$ cat config.mk
export PLATFORM = sky130hd
export DESIGN_NAME = prog_table_fsm_flat
export DESIGN_NICKNAME = d
export VERILOG_FILES = /design/src/rtl/prog_table_fsm_if.sv /design/src/rtl/prog_table_fsm.sv /design/src/flat_wrapper.sv
export SDC_FILE = /design/constraint.sdc
export NUM_CORES = 1
export LEC_CHECK = 0
export CORE_MARGIN = 2
export CORE_UTILIZATION = 63
export CTS_BUF_LIST = sky130_fd_sc_hd__clkbuf_8
export DETAILED_ROUTE_END_ITERATION = 8
export PLACE_DENSITY = 0.82
export SYNTH_ARGS = -nofsm -noshare
export SYNTH_HDL_FRONTEND = slang
export SYNTH_SLANG_ARGS = --single-unit
$ cat constraint.sdc
create_clock -name clk -period 3 [get_ports clk]
set_input_delay 0.9 -clock clk [delete_from_list [all_inputs] [get_ports clk]]
set_output_delay 0.9 -clock clk [all_outputs]
set_load 0.01 [all_outputs]
$ cat src/rtl/prog_table_fsm_if.sv
// Table configuration port of prog_table_fsm: write/read strobes, address, data and error pulse.
interface prog_table_fsm_if #(
   parameter int unsigned IN_W  = 2,
   parameter int unsigned ST_W  = 3,
   parameter int unsigned OUT_W = 3
);
   localparam int unsigned A_W = IN_W + ST_W;
   localparam int unsigned E_W = ST_W + OUT_W;

   logic           cfg_we;
   logic           cfg_re;
   logic [A_W-1:0] cfg_addr;
   logic [E_W-1:0] cfg_wdata;
   logic [E_W-1:0] cfg_rdata;
   logic           cfg_err;

   modport master (
      output cfg_we, cfg_re, cfg_addr, cfg_wdata,
      input  cfg_rdata, cfg_err
   );

   modport slave (
      input  cfg_we, cfg_re, cfg_addr, cfg_wdata,
      output cfg_rdata, cfg_err
   );
endinterface

$ cat src/rtl/prog_table_fsm.sv
// Table-driven Moore FSM engine: transition RAM loaded via cfg port, run/step control,
// saturating transition counter and stuck detection.
module prog_table_fsm #(
   parameter int unsigned IN_W      = 2,
   parameter int unsigned ST_W      = 3,
   parameter int unsigned OUT_W     = 3,
   parameter int unsigned RST_STATE = 0,
   parameter int unsigned RST_OUT   = 0,
   parameter int unsigned CNT_W     = 8,
   parameter int unsigned STUCK_N   = 4
) (
   input  logic               clk,
   input  logic               reset,
   input  logic               clr,
   input  logic               run,
   input  logic               step,
   input  logic [IN_W-1:0]    in_sym,
   output logic [ST_W-1:0]    state,
   output logic [OUT_W-1:0]   out_sym,
   output logic [CNT_W-1:0]   trans_cnt,
   output logic               stuck,
   prog_table_fsm_if.slave    cfg
);
   localparam int unsigned A_W   = IN_W + ST_W;
   localparam int unsigned E_W   = ST_W + OUT_W;
   localparam int unsigned DEPTH = 1 << A_W;
   localparam int unsigned RL_W  = $clog2(STUCK_N + 1);

   logic [E_W-1:0]   tbl_q [DEPTH];

   logic [ST_W-1:0]  state_q, state_d;
   logic [OUT_W-1:0] out_q, out_d;
   logic [CNT_W-1:0] cnt_q, cnt_d;
   logic [RL_W-1:0]  rl_q, rl_d;
   logic             stuck_q, stuck_d;
   logic [E_W-1:0]   rdata_q, rdata_d;
   logic             err_q, err_d;

   logic             adv_c;
   logic             cfg_wr_c;
   logic [E_W-1:0]   entry_c;
   logic [ST_W-1:0]  nxt_st_c;

   // Next-state, counter, stuck and config-port logic
   always_comb begin
      adv_c    = run | (step & ~run);
      entry_c  = tbl_q[{in_sym, state_q}];
      nxt_st_c = entry_c[E_W-1:OUT_W];
      state_d  = state_q;
      out_d    = out_q;
      cnt_d    = cnt_q;
      rl_d     = rl_q;
      stuck_d  = stuck_q;

      if (clr) begin
         state_d = ST_W'(RST_STATE);
         out_d   = OUT_W'(RST_OUT);
         cnt_d   = '0;
         rl_d    = '0;
         stuck_d = 1'b0;
      end else if (adv_c) begin
         state_d = nxt_st_c;
         out_d   = entry_c[OUT_W-1:0];
         if (cnt_q != '1) cnt_d = cnt_q + CNT_W'(1);
         // Run-length saturates at STUCK_N so stuck stays set until a changing advance
         if (nxt_st_c == state_q) begin
            if (rl_q < RL_W'(STUCK_N)) rl_d = rl_q + RL_W'(1);
         end else begin
            rl_d = '0;
         end
         stuck_d = (rl_d == RL_W'(STUCK_N));
      end

      cfg_wr_c = cfg.cfg_we & ~run & ~step;
      err_d    = cfg.cfg_we & (run | step);
      rdata_d  = cfg.cfg_re ? tbl_q[cfg.cfg_addr] : rdata_q;
   end

   always_ff @(posedge clk or negedge reset) begin
      if (!reset) begin
         state_q <= ST_W'(RST_STATE);
         out_q   <= OUT_W'(RST_OUT);
         cnt_q   <= '0;
         rl_q    <= '0;
         stuck_q <= 1'b0;
         rdata_q <= '0;
         err_q   <= 1'b0;
      end else begin
         state_q <= state_d;
         out_q   <= out_d;
         cnt_q   <= cnt_d;
         rl_q    <= rl_d;
         stuck_q <= stuck_d;
         rdata_q <= rdata_d;
         err_q   <= err_d;
      end
   end

   // Transition RAM is never reset; contents survive reset and clr
   always_ff @(posedge clk) begin
      if (cfg_wr_c) tbl_q[cfg.cfg_addr] <= cfg.cfg_wdata;
   end

   assign state         = state_q;
   assign out_sym       = out_q;
   assign trans_cnt     = cnt_q;
   assign stuck         = stuck_q;
   assign cfg.cfg_rdata = rdata_q;
   assign cfg.cfg_err   = err_q;
endmodule

$ cat src/flat_wrapper.sv
// flat-port wrapper written by rule: the top's interface ports become plain ports
module prog_table_fsm_flat 
#(
   parameter int unsigned IN_W      = 2,
   parameter int unsigned ST_W      = 3,
   parameter int unsigned OUT_W     = 3,
   parameter int unsigned RST_STATE = 0,
   parameter int unsigned RST_OUT   = 0,
   parameter int unsigned CNT_W     = 8,
   parameter int unsigned STUCK_N   = 4
)
  (clk, reset, clr, run, step, in_sym, state, out_sym, trans_cnt, stuck, cfg_cfg_we, cfg_cfg_re, cfg_cfg_addr, cfg_cfg_wdata, cfg_cfg_rdata, cfg_cfg_err);
  prog_table_fsm_if #(.IN_W(IN_W), .ST_W(ST_W), .OUT_W(OUT_W)) cfg_i ();
  input  logic clk;
  input  logic reset;
  input  logic clr;
  input  logic run;
  input  logic step;
  input  logic [IN_W-1:0] in_sym;
  output logic [ST_W-1:0] state;
  output logic [OUT_W-1:0] out_sym;
  output logic [CNT_W-1:0] trans_cnt;
  output logic stuck;
  input wire logic [$bits(cfg_i.cfg_we)-1:0] cfg_cfg_we;
  input wire logic [$bits(cfg_i.cfg_re)-1:0] cfg_cfg_re;
  input wire logic [$bits(cfg_i.cfg_addr)-1:0] cfg_cfg_addr;
  input wire logic [$bits(cfg_i.cfg_wdata)-1:0] cfg_cfg_wdata;
  output wire logic [$bits(cfg_i.cfg_rdata)-1:0] cfg_cfg_rdata;
  output wire logic [$bits(cfg_i.cfg_err)-1:0] cfg_cfg_err;
  assign cfg_i.cfg_we = cfg_cfg_we;
  assign cfg_i.cfg_re = cfg_cfg_re;
  assign cfg_i.cfg_addr = cfg_cfg_addr;
  assign cfg_i.cfg_wdata = cfg_cfg_wdata;
  assign cfg_cfg_rdata = cfg_i.cfg_rdata;
  assign cfg_cfg_err = cfg_i.cfg_err;
  prog_table_fsm #(.IN_W(IN_W), .ST_W(ST_W), .OUT_W(OUT_W), .RST_STATE(RST_STATE), .RST_OUT(RST_OUT), .CNT_W(CNT_W), .STUCK_N(STUCK_N)) u_core (.clk(clk), .reset(reset), .clr(clr), .run(run), .step(step), .in_sym(in_sym), .state(state), .out_sym(out_sym), .trans_cnt(trans_cnt), .stuck(stuck), .cfg(cfg_i));
endmodule
# Word level (Yosys, flattened, before mapping)
# Memory sizes are Yosys's and may differ from the RTL's. A register that Yosys moved wholly into a read port is not among the register bits.
# Cells that the tools add are included.
# W data, S select, Z words.
# op_classes
n_addsub	2
order_cmp	1
n_eq_ne	3
n_mux	17
bitwise_logic	8
n_reduce_logical	4
# op_table
cell	n
$mux W3	10
$mux W8	3
$add A8 B1 Y8 const B	1
$ne A8 B8 Y1 const B	1
$and A1 B1 Y1	4
$mux W1	4
$reduce_bool A2 Y1	2
$add A3 B1 Y3 const B	1
$eq A3 B3 Y1	1
$eq A3 B3 Y1 const B	1
$lt A3 B3 Y1 const B	1
$not A1 Y1	2
$or A1 B1 Y1	2
$reduce_and A2 Y1	1
$logic_not A1 Y1	1
# word_totals
reg_bits	19
mem_bits_rw	192
input_bits	20
out_inout_bits	22
wordCells	42
memories	1
# mem_list
memory	words	width	read_ports	rd_ports_with_merged_regs	wr	line	source
u_core.tbl_q	32	6	2	1	1	prog_table_fsm.sv:29	logic [E_W-1:0] tbl_q [DEPTH];

# Depth between registers and ports, before layout
# depth
depth_word	8
depth_mapped	9
depth_no_buf	7

# Worst setup path before layout
# No wires, ideal clock.
# synth_path
path_kind	input -> register
start	in cfg_cfg_addr[0]
end	mem u_core.tbl_q[4][0] (netlist bit) (enable)
setup_ns	0.377
arrival_time_ns	2.576
t_required_ns	2.623
slack_ns	0.048
stages	6
path_buffers	4
path_cell_list	buf_2 -> buf_6 -> buf_2 -> or4b_1 -> clkbuf_1 -> nor3_1
# synth_rtl
item	line	source
start: declaration	flat_wrapper.sv:26	input wire logic [$bits(cfg_i.cfg_addr)-1:0] cfg_cfg_addr;
end: declaration	prog_table_fsm.sv:29	
# No word-level cell before the write port.

# Worst setup path in the final report
# layout_path
start	reg u_core.state_q[0], in the netlist u_core.state[0]
end	out state[0]
# layout_rtl
item	line	source
start: declaration	prog_table_fsm.sv:31	logic [ST_W-1:0] state_q, state_d;
start signal: assignment	prog_table_fsm.sv:81	state_q <= ST_W'(RST_STATE);
start signal: assignment	prog_table_fsm.sv:89	state_q <= state_d;
end: declaration	flat_wrapper.sv:20	output logic [ST_W-1:0] state;
# No word-level cell between the ends.

==> results by group <==
Run status
  • Run status: completed

Die
  • Rows: 46
  • Die width: 131.8 microns
  • Initial Util: 64.52%
  • Die H: 131.8 microns
  • Core area: 0.01594 sq mm
  • Die ar.: 0.01736 sq mm
  • Io pins: 42

Final layout
  • Synth-to-Final Area Change: 16.11%
  • Diode count: 0
  • Layout cells sized above 1: 28.38%
  • Register Area: 0.006396 sq mm
  • Fill count: 938
  • Layout Nets: 728
  • Area of the multi-input gates: 0.003616 sq mm
  • Final non-filler cell total: 949

CTS
  • Hold_buf cts: 0
  • CTS Buf Count: 37
  • CTS tree: built
  • Total clock sinks: 217
  • # H-tree levels: 2
  • Worst-path clk slew: 0.06 ns
  • Clk buf depth: 3
  • Worst skew pair latency: 0.52 ns
  • Clock root buffer: clkbuf_8

Timing
  • Setup violations, final: 0
  • Final-report hold violation count: 0
  • Crit share post-route: 96.09%
  • Tightest Pin Transition: 0.7308 ns
  • Max_slew headroom: 51.23%
  • Pins Over Slew Limit: 0
  • Hold Slack: 0.5487 ns
  • Clock skew: 0.01539 ns
  • RSZ-0062 raised after global routing: false
  • Tmin final: 2.883 ns
  • Fmax: 346.9 MHz

Global route
  • Vias in the first global route: 6547
  • Antenna violations before repair: 0
  • Largest net degree at the start of global routing: 33
  • First-pass GRT wire length: 39340 microns
  • Tot GR Track Use: 30.40%
  • GRT overflow: 0

Synth
  • Post-Syn Nets: 618
  • Synth Instances: 596
  • Synthesized flop and latch total: 217
  • Unique cell type count in the Yosys netlist: 45
  • Async S/R FF share, synth: 11.52%
  • Synth Cell Area: 0.01029 sq mm
  • Number of flops mapped to enable cells by yosys: 192
  • Top post-synthesis cells by area: edfxtp_1 56%, mux4_2 16%, dfrtp_1 6.1%, mux2i_1 5.6%, a22oi_1 2.1%
  • Prevailing post-synth register cell: edfxtp_1
  • Post-synth top cells: 192 x edfxtp_1, 74 x mux4_2, 58 x mux2i_1
  • Synth top area share: 56.05%
  • Sequential element share of the synthesized area: 62.13%
  • Area leader, netlist: edfxtp_1
  • Syn Area/Cell: 17.26 sq um
  • Most common cell in the netlist: edfxtp_1
  • Yosys warns: 0

Setup path
  • Worst setup SP type: flop
  • CP startpoint: u_core.state[0]
  • Worst-path maximum fanout: 10
  • Slowest-stage cell, CP: clkdlybuf4s50_1
  • WP data required: 2.10 ns
  • Crit path cell chain: buf_4 > clkdlybuf4s50_1
  • RR Startpoint: u_core.state[0]
  • Arrival time at the worst endpoint: 1.98 ns
  • Critical path class: reg -> out
  • CP peak stage delay: 0.61 ns
  • Crit end category: output port

Route
  • DRC Markers: 0
  • Drt total wl: 25860 microns
  • Drt pass-1 iters: 7
  • Antenna Nets Post-Route: 0
  • Post-DR vias/cell: 6.941
  • Detailed-route via count: 6587
  • Mean routed wirelength per cell: 27.25 microns
  • DRT iter0 DRCs: 906

Place
  • GP Congestion: 0.9527
  • Dpl cells: 883
  • Port Buf Inserts: 41
  • HPWL Detailed: 17900 microns

Power and ir drop
  • Peak VDD IR: 0.4167 mV
  • Final Power: 0.006661 W
  • Pwr/cell area: 557.8 mW/mm^2
  • Pleak: 4.060 nW

Job
  • Max Cap Viol: 0

Worst hold path
  • Hold Crit Start: u_core.stuck
  • Worst Hold Class: reg -> reg
[critical path: cells and delay by family, from the launching register on]
kind	cells	cell delay, ns
DFF	1	0.53
buffers and inverters	2	0.93
[registers in the layout (all words and copies together), names as in the netlist]
register	count
u_core.trans_cnt	8
u_core.tbl_q	192
u_core.stuck	1
u_core.state	3
u_core.cfg.cfg_rdata	6
u_core.rl_q	3
u_core.out_sym	3
u_core.cfg.cfg_err	1
[area by class of cell]
cell class | instances | share of cell area, %
Tap cell | 216 | 2.263
Clock inverter | 29 | 1.236
Clock buffer | 37 | 4.264
Sequential cell | 217 | 53.56
Timing Repair Buffer | 116 | 8.402
Multi-Input combinational cell | 334 | 30.28
[path summary, 6_finish.rpt]
path	slack (ns)	to	cells past startpoint
worst max-delay path	0.12	state[0]	2
worst min-delay path	0.55	u_core.stuck	1
worst max register to register	0.33	u_core.rl_q[2]	7
worst min register to register	0.55	u_core.stuck	1
max in group asynchronous	1.95	u_core.state[1]	2
min in group asynchronous	0.76	u_core.cfg.cfg_rdata[3]	2
[cells by family after synthesis]
| group | share of synthesized area [%] |
|---|---|
| adder cells (fa/ha/maj) | 0.2432 |
| buffers and inverters | 2.737 |
| AND/OR/NAND/NOR | 5.182 |
| AO/OA/AOI/OAI | 5.985 |
| XOR/XNOR | 0.8514 |
| multiplexers | 22.87 |
| flip-flops | 62.13 |
[per-layer routing]
| layer | vias up | share of wire (%) | track usage, % |
|---|---|---|---|
| met5 | - | 0 | 0 |
| met4 | 0 | 4.0 | 11.78 |
| met3 | 80 | 11 | 7.036 |
| met2 | 509 | 47 | 46.89 |
| met1 | 3292 | 38 | 43.22 |
| li1 | 2706 | - | - |
[where the power goes]
part | internal, W | total (W) | switching [W]
combinational | 0.000429 | 0.000913 | 0.000484
sequential | 0.00333 | 0.00339 | 0.0000600
clock | 0.00124 | 0.00236 | 0.00112
[per-stage QoR]
step                setup slack [ns]  setup TNS [ns]  utilization (%)  instance area [sq um]
floorplan                    0.04755               0                -                  10290
global placement            0.006037               0            70.77                  11280
detailed placement          -0.02819        -0.02819            70.77                  11280
CTS                          0.06040               0            74.89                  11940
global route                 0.05027               0            74.91                  11940
finish                        0.1172               0            74.91                  11940
[repair_timing]
item / in CTS / in global routing
gates resized for setup: 0 / 1
setup endpoints to repair: 0 / 4
setup buffers: 0 / 0
[cells in the final DEF, fill, tap and decap left out, types with 5 or more instances in the layout]
cell type        synthesis  final
a22oi_1                 29     29
nand2_1                 13     13
dfrtp_1                 25     23
clkdlybuf4s50_1          0     39
inv_1                    0     12
clkinv_1                 0     10
edfxtp_1               192    192
nor2_1                  42     42
a32o_1                   9      9
nor3_1                  16     16
o221a_1                  6      6
mux2i_1                 58     58
mux4_2                  74     74
clkbuf_8                 0     37
a221oi_1                 6      6
a21oi_1                 24     24
xor2_1                   5      5
buf_4                    3     73
xnor2_1                  5      5
nand2b_1                 5      5
(Power assumes the default switching activity.)
